File: src/rtl/bp_pkg.sv
// rtl/bp_pkg.sv - shared branch-predictor types, 2-bit counter encodings and defaults
package bp_pkg;

  localparam int DEPTH_DEFAULT    = 4;
  localparam int FALLTHRU_DEFAULT = 8;

  typedef enum logic [1:0] {
    STRONG_NT = 2'b00,
    WEAK_NT   = 2'b01,
    WEAK_T    = 2'b11,
    STRONG_T  = 2'b10
  } bpState_e;

  typedef struct packed {
    logic [31:0] pc;
    logic [31:0] target;
    logic        pred;
  } bpEntry_t;

endpackage

File: src/rtl/bp_inflight_fifo.sv
// rtl/bp_inflight_fifo.sv - in-order register-array FIFO of predicted branches with flush
module bp_inflight_fifo
  import bp_pkg::*;
#(
  parameter int DEPTH = DEPTH_DEFAULT
) (
  input  logic                     clk,
  input  logic                     rst,
  input  logic                     push,
  input  logic                     pop,
  input  logic                     flush,
  input  bpEntry_t                 din,
  output bpEntry_t                 dout,
  output logic [$clog2(DEPTH):0]   count
);

  localparam int PW = $clog2(DEPTH);
  localparam int CW = PW + 1;

  logic [PW-1:0] rdPtr;
  logic [PW-1:0] wrPtr;
  logic [PW-1:0] rdPtrNext;
  bpEntry_t      mem [DEPTH];

  assign rdPtrNext = rdPtr + PW'(pop);
  assign dout      = mem[rdPtr];

  always_ff @(posedge clk) begin
    if (rst) begin
      rdPtr <= '0;
      wrPtr <= '0;
      count <= '0;
    end else begin
      rdPtr <= rdPtrNext;
      // Flush drops everything younger than the entry being popped.
      if (flush) begin
        wrPtr <= rdPtrNext;
        count <= '0;
      end else begin
        wrPtr <= wrPtr + PW'(push);
        count <= count + CW'(push) - CW'(pop);
      end
    end
  end

  always_ff @(posedge clk) begin
    if (push && !flush) begin
      mem[wrPtr] <= din;
    end
  end

endmodule

File: src/rtl/bp_resolve_ctrl.sv
// rtl/bp_resolve_ctrl.sv - D->M branch prediction tracking, mispredict flush/redirect
// Optional perf counters: define BP_PERF_CNT_EN.
module bp_resolve_ctrl
  import bp_pkg::*;
#(
  parameter int DEPTH    = DEPTH_DEFAULT,
  parameter int FALLTHRU = FALLTHRU_DEFAULT
) (
  input  logic        clk,
  input  logic        rst,
  input  logic        branchD,
  input  logic        stallD,
  input  logic        pred_takeD,
  input  logic [31:0] pcD,
  input  logic [31:0] targetD,
  input  logic        branchM,
  input  logic        actual_takeM,
  output logic        stall_req,
  output logic        mispredM,
  output logic        redirect_vld,
  output logic [31:0] redirect_pc,
  output logic        flush_req,
  output logic        upd_vld,
  output logic [31:0] upd_pc,
  output logic        upd_take,
  output logic        order_err
`ifdef BP_PERF_CNT_EN
  ,
  input  logic        perf_clr,
  output logic [31:0] perf_branches,
  output logic [31:0] perf_mispred
`endif
);

  localparam int CW = $clog2(DEPTH) + 1;

  logic [CW-1:0] count;
  logic          qEmpty;
  logic          qFull;
  logic          enq;
  logic          deq;
  bpEntry_t      head;
  bpEntry_t      newEntry;

  assign qEmpty   = (count == '0);
  assign qFull    = (count == CW'(DEPTH));
  assign newEntry = '{pc: pcD, target: targetD, pred: pred_takeD};

  // Combinational strobes are masked during reset so nothing leaks out mid-reset.
  assign stall_req = ~rst & qFull & branchD;
  assign deq       = ~rst & branchM & ~qEmpty;
  assign mispredM  = deq & (head.pred ^ actual_takeM);
  assign enq       = ~rst & branchD & ~stallD & ~stall_req & ~flush_req & ~mispredM;

  assign upd_vld  = deq;
  assign upd_pc   = head.pc;
  assign upd_take = actual_takeM;

  bp_inflight_fifo #(
    .DEPTH(DEPTH)
  ) u_fifo (
    .clk  (clk),
    .rst  (rst),
    .push (enq),
    .pop  (deq),
    .flush(mispredM),
    .din  (newEntry),
    .dout (head),
    .count(count)
  );

  always_ff @(posedge clk) begin
    if (rst) begin
      redirect_vld <= 1'b0;
      flush_req    <= 1'b0;
      redirect_pc  <= '0;
      order_err    <= 1'b0;
    end else begin
      redirect_vld <= mispredM;
      flush_req    <= mispredM;
      if (mispredM) begin
        redirect_pc <= actual_takeM ? head.target : head.pc + 32'(FALLTHRU);
      end
      order_err <= order_err | (branchM & qEmpty);
    end
  end

`ifdef BP_PERF_CNT_EN
  always_ff @(posedge clk) begin
    if (rst || perf_clr) begin
      perf_branches <= '0;
      perf_mispred  <= '0;
    end else begin
      if (upd_vld && perf_branches != '1) begin
        perf_branches <= perf_branches + 32'd1;
      end
      if (mispredM && perf_mispred != '1) begin
        perf_mispred <= perf_mispred + 32'd1;
      end
    end
  end
`endif

endmodule

File: config.mk
export PLATFORM = sky130hd
export DESIGN_NAME = bp_resolve_ctrl
export DESIGN_NICKNAME = d
export VERILOG_FILES = /design/src/rtl/bp_pkg.sv /design/src/rtl/bp_inflight_fifo.sv /design/src/rtl/bp_resolve_ctrl.sv
export SDC_FILE = /design/constraint.sdc
export NUM_CORES = 1
export LEC_CHECK = 0
export BUFFER_PORTS_ARGS = -buffer_cell sky130_fd_sc_hd__clkbuf_2
export CORE_MARGIN = 8
export CORE_UTILIZATION = 29
export CTS_CLUSTER_DIAMETER = 100
export DETAILED_ROUTE_END_ITERATION = 10
export PLACE_DENSITY = 0.51
export SLEW_MARGIN = 20
export SYNTH_ARGS = -nofsm -noshare
export SYNTH_HDL_FRONTEND = slang
export SYNTH_HIERARCHICAL = 1
export SYNTH_SLANG_ARGS = --single-unit
File: constraint.sdc
create_clock -name clk -period 23.5 [get_ports clk]
set_clock_uncertainty 0.15 [all_clocks]
set_input_delay 4.7 -clock clk [delete_from_list [all_inputs] [get_ports clk]]
set_output_delay 4.7 -clock clk [all_outputs]
set_load 0.005 [all_outputs]
# Word level (Yosys, flattened, before mapping)
# Memory sizes are Yosys's and may differ from the RTL's. A register that Yosys moved wholly into a read port is not among the register bits.
# Index checks and enable logic that the tools add are counted.
[op_classes]
n_addsub = 5
n_eq_ne = 1
n_mux = 5
n_bitwise = 19
reduce_logical = 4
[ops]
columns = ["operator", "n"]
rows = [
  ["$add A32 B4 Y32 const B", 1],
  ["$mux W32", 1],
  ["$and A1 B1 Y1", 11],
  ["$not A1 Y1", 6],
  ["$add A2 B1 Y2", 2],
  ["$mux W2", 2],
  ["$add A3 B1 Y3", 1],
  ["$eq A3 B3 Y1 const B", 1],
  ["$logic_not A3 Y1", 1],
  ["$sub A3 B1 Y3", 1],
  ["$mux W1", 2],
  ["$reduce_or A2 Y1", 1],
  ["$logic_and A1 B1 Y1", 1],
  ["$logic_not A1 Y1", 1],
  ["$or A1 B1 Y1", 1],
  ["$xor A1 B1 Y1", 1],
]
[word_totals]
reg_bits = 41
ram_bits = 260
inputBits = 71
out_inout_bits = 71
word_cells = 41
n_memories = 1
[mem_list]
columns = ["name", "words", "word_bits", "read_ports", "rd_ports_with_merged_regs", "write_ports", "line", "source"]
rows = [
  ["u_fifo.mem", 4, 65, 1, 1, 1, "bp_inflight_fifo.sv:23", "bpEntry_t mem [DEPTH];"],
]

# Longest topological paths before layout
[logic_depth]
ltp_word = 10
mapped_depth = 16
ltp_nobuf = 13

# Hierarchy
# The synthesis kept the hierarchy.
[by_module_without_submodules]
columns = ["mod", "n_inst", "cells_each", "area_each_um2", "seq_area_each_um2"]
rows = [
  ["bp_inflight_fifo", 1, 372, 9753.1, 7947.6],
  ["bp_resolve_ctrl", 1, 297, 2229.6, 680.7],
]

# Worst setup path after synthesis
# OpenSTA, ideal clock, no wires.
[synth_timing]
kind = "input to register"
start = "in rst"
end = "mem u_fifo/mem[1][0] in the netlist's numbering, enable pin"
setup_time_ns = 0.672
t_arrival_ns = 12.444
required_ns = 22.678
setup_slack_ns = 10.234
path_stages = 9
n_path_buf = 2
cell_sequence = "nand2b_1 > or2_2 > clkbuf_1 > inv_2 > o21ai_2 > buf_2 > and3_1 > inv_1 > nor4b_1"
[synth_between]
elab_cells_between_ends = 17
classes_between = "mux: 2; bitwise: 13; reduce/logical: 2"
[synth_lines]
columns = ["element", "line", "source"]
rows = [
  ["from (decl)", "bp_resolve_ctrl.sv:10", "input logic rst,"],
  ["$not A1 Y1", "bp_resolve_ctrl.sv:51", "assign deq = ~rst & branchM & ~qEmpty;"],
  ["$and A1 B1 Y1 (2 in a row)", "bp_resolve_ctrl.sv:51", ""],
  ["net upd_vld", "bp_resolve_ctrl.sv:23", "output logic upd_vld,"],
  ["$and A1 B1 Y1", "bp_resolve_ctrl.sv:52", "assign mispredM = deq & (head.pred ^ actual_takeM);"],
  ["$not A1 Y1", "bp_resolve_ctrl.sv:53", "assign enq = ~rst & branchD & ~stallD & ~stall_req & ~flush_req & ~mispredM;"],
  ["$and A1 B1 Y1", "bp_resolve_ctrl.sv:53", ""],
  ["net enq", "bp_resolve_ctrl.sv:40", "logic enq;"],
  ["$logic_and A1 B1 Y1", "bp_inflight_fifo.sv:47", "if (push && !flush) begin"],
  ["$mux W1", "bp_inflight_fifo.sv:47", ""],
  ["$mux W1 (not written as such)", "bp_inflight_fifo.sv:48", "mem[wrPtr] <= din;"],
  ["to (decl)", "bp_inflight_fifo.sv:23", ""],
]
# The timed path passes the listed nets, and every way through them passes these cells.

# Final worst setup path
[layout_timing]
start = "in actual_takeM"
end = "out mispredM"
[layout_between]
elab_chain_len = 2
[layout_lines]
columns = ["element", "line", "source"]
rows = [
  ["from (decl)", "bp_resolve_ctrl.sv:17", "input logic actual_takeM,"],
  ["$xor A1 B1 Y1", "bp_resolve_ctrl.sv:52", ""],
  ["$and A1 B1 Y1", "bp_resolve_ctrl.sv:52", ""],
  ["to (decl)", "bp_resolve_ctrl.sv:19", "output logic mispredM,"],
]
# No other way between the ends.

==> metrics.txt <==
multi-input logic area 3070 um^2; Via Count 6474; Critical Path RT 18.65 ns; residual DRC count 0; final worst slack 11.92 ns; Post-CTS Resized 0; Post-synth ARST share 0; gr ovfl total 0; leak pwr 4.67 nW; post-detailed-route wirelength per cell 21.9 um; Syn-to-layout area delta 18.3%; Yosys reg bits 301; Finished Cell Area 14200 um^2; sequential area share after synthesis 0.720; P per Cell Area 88.5 nW/um^2; syn nets 746; Port Buffer Count 141; initial antenna violation count 8; post-layout min period 11.58 ns; Least-Margin Pin Slew 1.02 ns; Warnings, synthesis 6; number of global-route vias before repair 6696; main flop type after synthesis edfxtp_1; largest net degree at the start of global routing 61; 1st-iter DRT viols 461; headroom to the max-slew limit 0.315; Final ANT Viol Nets 0; Vias/cell 4.70; Yosys cell types 51; clk_lat worst skew 0.56 ns; drt pass-1 iters 4; syn avg cell area 17.9 um^2; status finished, final reports clean; number of max-cap violations 0; hpwl dp 20200 um; reg2reg path depth 7; Setup WS pre-CTS 11.89 ns; Final Max Slew Viols 0; row count 74; FF-to-FF Start u_fifo/rdPtr[0]$_SDFF_PP0_; setup_tns 0 ns; final hold vios 0; post-route clock period utilization 0.493; Peak VDD IR 0.0553 mV; Setup crit end mispredM; total die area 48100 um^2; CTS tree built; crit-path max FO 60; Final #Nets 896; Root Buffer clkbuf_16; Critical Path Sink Type output port; Sinks on Clock Net 301; Die Width 219 um; Layout fillers 3866; Post-synth EDFFs 260; total core area 40800 um^2; Ports 142; RSZ-0062 raised after global routing false; fin cells 1378; fraction of layout cells with a size suffix above 1 0.332; Initial Utilization 0.293; Util after Layout 0.347; Post-Syn Area 12000 um^2; Setup Buffers After CTS 0; reg-to-reg slack, setup 18.77 ns; Cell Area, Placed 13200 um^2; total track usage 0.123; first-pass GRT wire length 44500 um; clk buf depth 3; total routed wirelength 30200 um; setup violators final 0; cts hold-fix bufs 0; GP Congestion 0.772; Worst EP arrival 6.73 ns; CP startpoint actual_takeM; Mapped Cells 669; placed instance count 1318; total CTS buffers 31; critical path type in2out; register area 8630 um^2; Hold Path Class reg2reg; htree depth 1; fmax 86.4 MHz; die height 219 um; RR Endpoint u_fifo/mem[3][57]$_DFFE_PP_; register clock-pin slew on the reported worst setup and hold paths 0.06 ns; startpoint types input pin
## how the worst min path moves through the flow
stage	from	end	slack, ns	cells past startpoint
after global placement	redirect_pc[14]$_SDFFE_PP0P_	redirect_pc[14]$_SDFFE_PP0P_	0.30	2
after detailed placement	redirect_pc[17]$_SDFFE_PP0P_	redirect_pc[17]$_SDFFE_PP0P_	0.30	2
after global routing	redirect_pc[12]$_SDFFE_PP0P_	redirect_pc[12]$_SDFFE_PP0P_	0.33	2
final	redirect_pc[13]$_SDFFE_PP0P_	redirect_pc[13]$_SDFFE_PP0P_	0.31	2
after CTS	redirect_pc[13]$_SDFFE_PP0P_	redirect_pc[13]$_SDFFE_PP0P_	0.31	2
after floorplan	redirect_pc[5]$_SDFFE_PP0P_	redirect_pc[5]$_SDFFE_PP0P_	0.30	2
## registers in the layout (all words and copies together) (netlist names)
signal,count
flush_req,1
u_fifo/mem,260
order_err,1
u_fifo/count,3
u_fifo/rdPtr,2
u_fifo/wrPtr,2
redirect_pc,32
## synthesized netlist by cell type, types with 2 or more instances
cell type | count | area [um^2]
nor2b_1 | 2 | 12.5
edfxtp_1 | 260 | 7810
mux4_2 | 65 | 1460
nand4_1 | 11 | 68.8
o31ai_1 | 3 | 22.5
dfxtp_1 | 41 | 821
buf_2 | 12 | 60.1
xor2_1 | 23 | 201
ha_1 | 5 | 62.6
xnor2_1 | 5 | 43.8
nand3_1 | 21 | 105
a31oi_1 | 11 | 68.8
a21oi_1 | 17 | 85.1
nor3_1 | 5 | 25.0
nor2_1 | 28 | 105
nand2b_1 | 8 | 50.1
nand2_1 | 27 | 101
buf_4 | 4 | 30.0
o22ai_1 | 10 | 62.6
mux2i_1 | 6 | 60.1
o211ai_1 | 7 | 52.6
a211oi_1 | 6 | 45.0
inv_2 | 2 | 7.51
nor4_1 | 5 | 31.3
nor4b_1 | 2 | 17.5
and4_1 | 2 | 17.5
and2_1 | 2 | 12.5
clkbuf_1 | 14 | 52.6
buf_8 | 5 | 75.1
nor3_2 | 2 | 20.0
and3_1 | 4 | 25.0
o21ai_0 | 16 | 80.1
inv_1 | 20 | 75.1
## metrics by stage
stage / hold WS (ns) / power [mW]
global placement: 0.297 / 0.821
finish: 0.307 / 1.25
floorplan: 0.298 / 0.752
detailed placement: 0.299 / 0.822
CTS: 0.310 / 1.28
global route: 0.329 / 1.31
## where the power goes
| part | total [mW] | internal [mW] | switching [mW] |
|---|---|---|---|
| Clock | 0.450 | 0.253 | 0.197 |
| Combinational | 0.183 | 0.0807 | 0.102 |
| Sequential | 0.621 | 0.603 | 0.0184 |
## routing by layer
layer	track usage	part of all wire	vias up
met1	0.164	0.44	3302
met5	0	0.0017	-
li1	-	-	2980
met3	0.0333	0.063	46
met2	0.196	0.48	136
met4	0.0329	0.017	10
## worst max-delay path: stages
cell	delay, ns
clkbuf_2	0.08
buf_4	0.53
nor2_1	0.27
o21ai_2	0.52
inv_2	0.37
clkbuf_2	0.22
## cells by family after synthesis
group / Yosys count / synth area share
XOR/XNOR: 29 / 0.0223
multiplexers: 71 / 0.127
flip-flops: 301 / 0.720
AND/OR/NAND/NOR: 127 / 0.0570
adder cells (fa/ha/maj): 6 / 0.00689
AO/OA/AOI/OAI: 77 / 0.0405
buffers and inverters: 58 / 0.0260
## area by class of cell
class / count / area share
antenna: 3 / 0.000529
clock buffer: 45 / 0.0605
clock inverter: 12 / 0.00494
inverter: 22 / 0.00582
multi-input combinational: 310 / 0.216
sequential: 301 / 0.609
tap: 532 / 0.0469
timing repair buffer: 153 / 0.0561
## cells in the final DEF, fill, tap and decap left out, types with 3 or more instances in the layout
| cell type | netlist | routed |
|---|---|---|
| nand4_1 | 11 | 11 |
| edfxtp_1 | 260 | 260 |
| and3_1 | 4 | 4 |
| o22ai_1 | 10 | 10 |
| a211oi_1 | 6 | 6 |
| nand2_1 | 27 | 27 |
| inv_1 | 20 | 20 |
| o31ai_1 | 3 | 3 |
| a21oi_1 | 17 | 17 |
| nor2_1 | 28 | 28 |
| clkbuf_16 | 0 | 31 |
| mux2i_1 | 6 | 6 |
| xor2_1 | 23 | 23 |
| nand3_1 | 21 | 21 |
| o21ai_0 | 16 | 16 |
| diode_2 | 0 | 3 |
| nor3_1 | 5 | 5 |
| a31oi_1 | 11 | 11 |
| xnor2_1 | 5 | 5 |
| nand2b_1 | 8 | 8 |
| ha_1 | 5 | 5 |
| o211ai_1 | 7 | 7 |
| clkbuf_1 | 14 | 11 |
| dfxtp_1 | 41 | 39 |
| nor4_1 | 5 | 4 |
| buf_4 | 4 | 12 |
| clkbuf_8 | 0 | 3 |
| clkbuf_2 | 0 | 141 |
| clkinv_2 | 0 | 8 |
| mux4_2 | 65 | 65 |
Power figures use the tool's default switching activity.
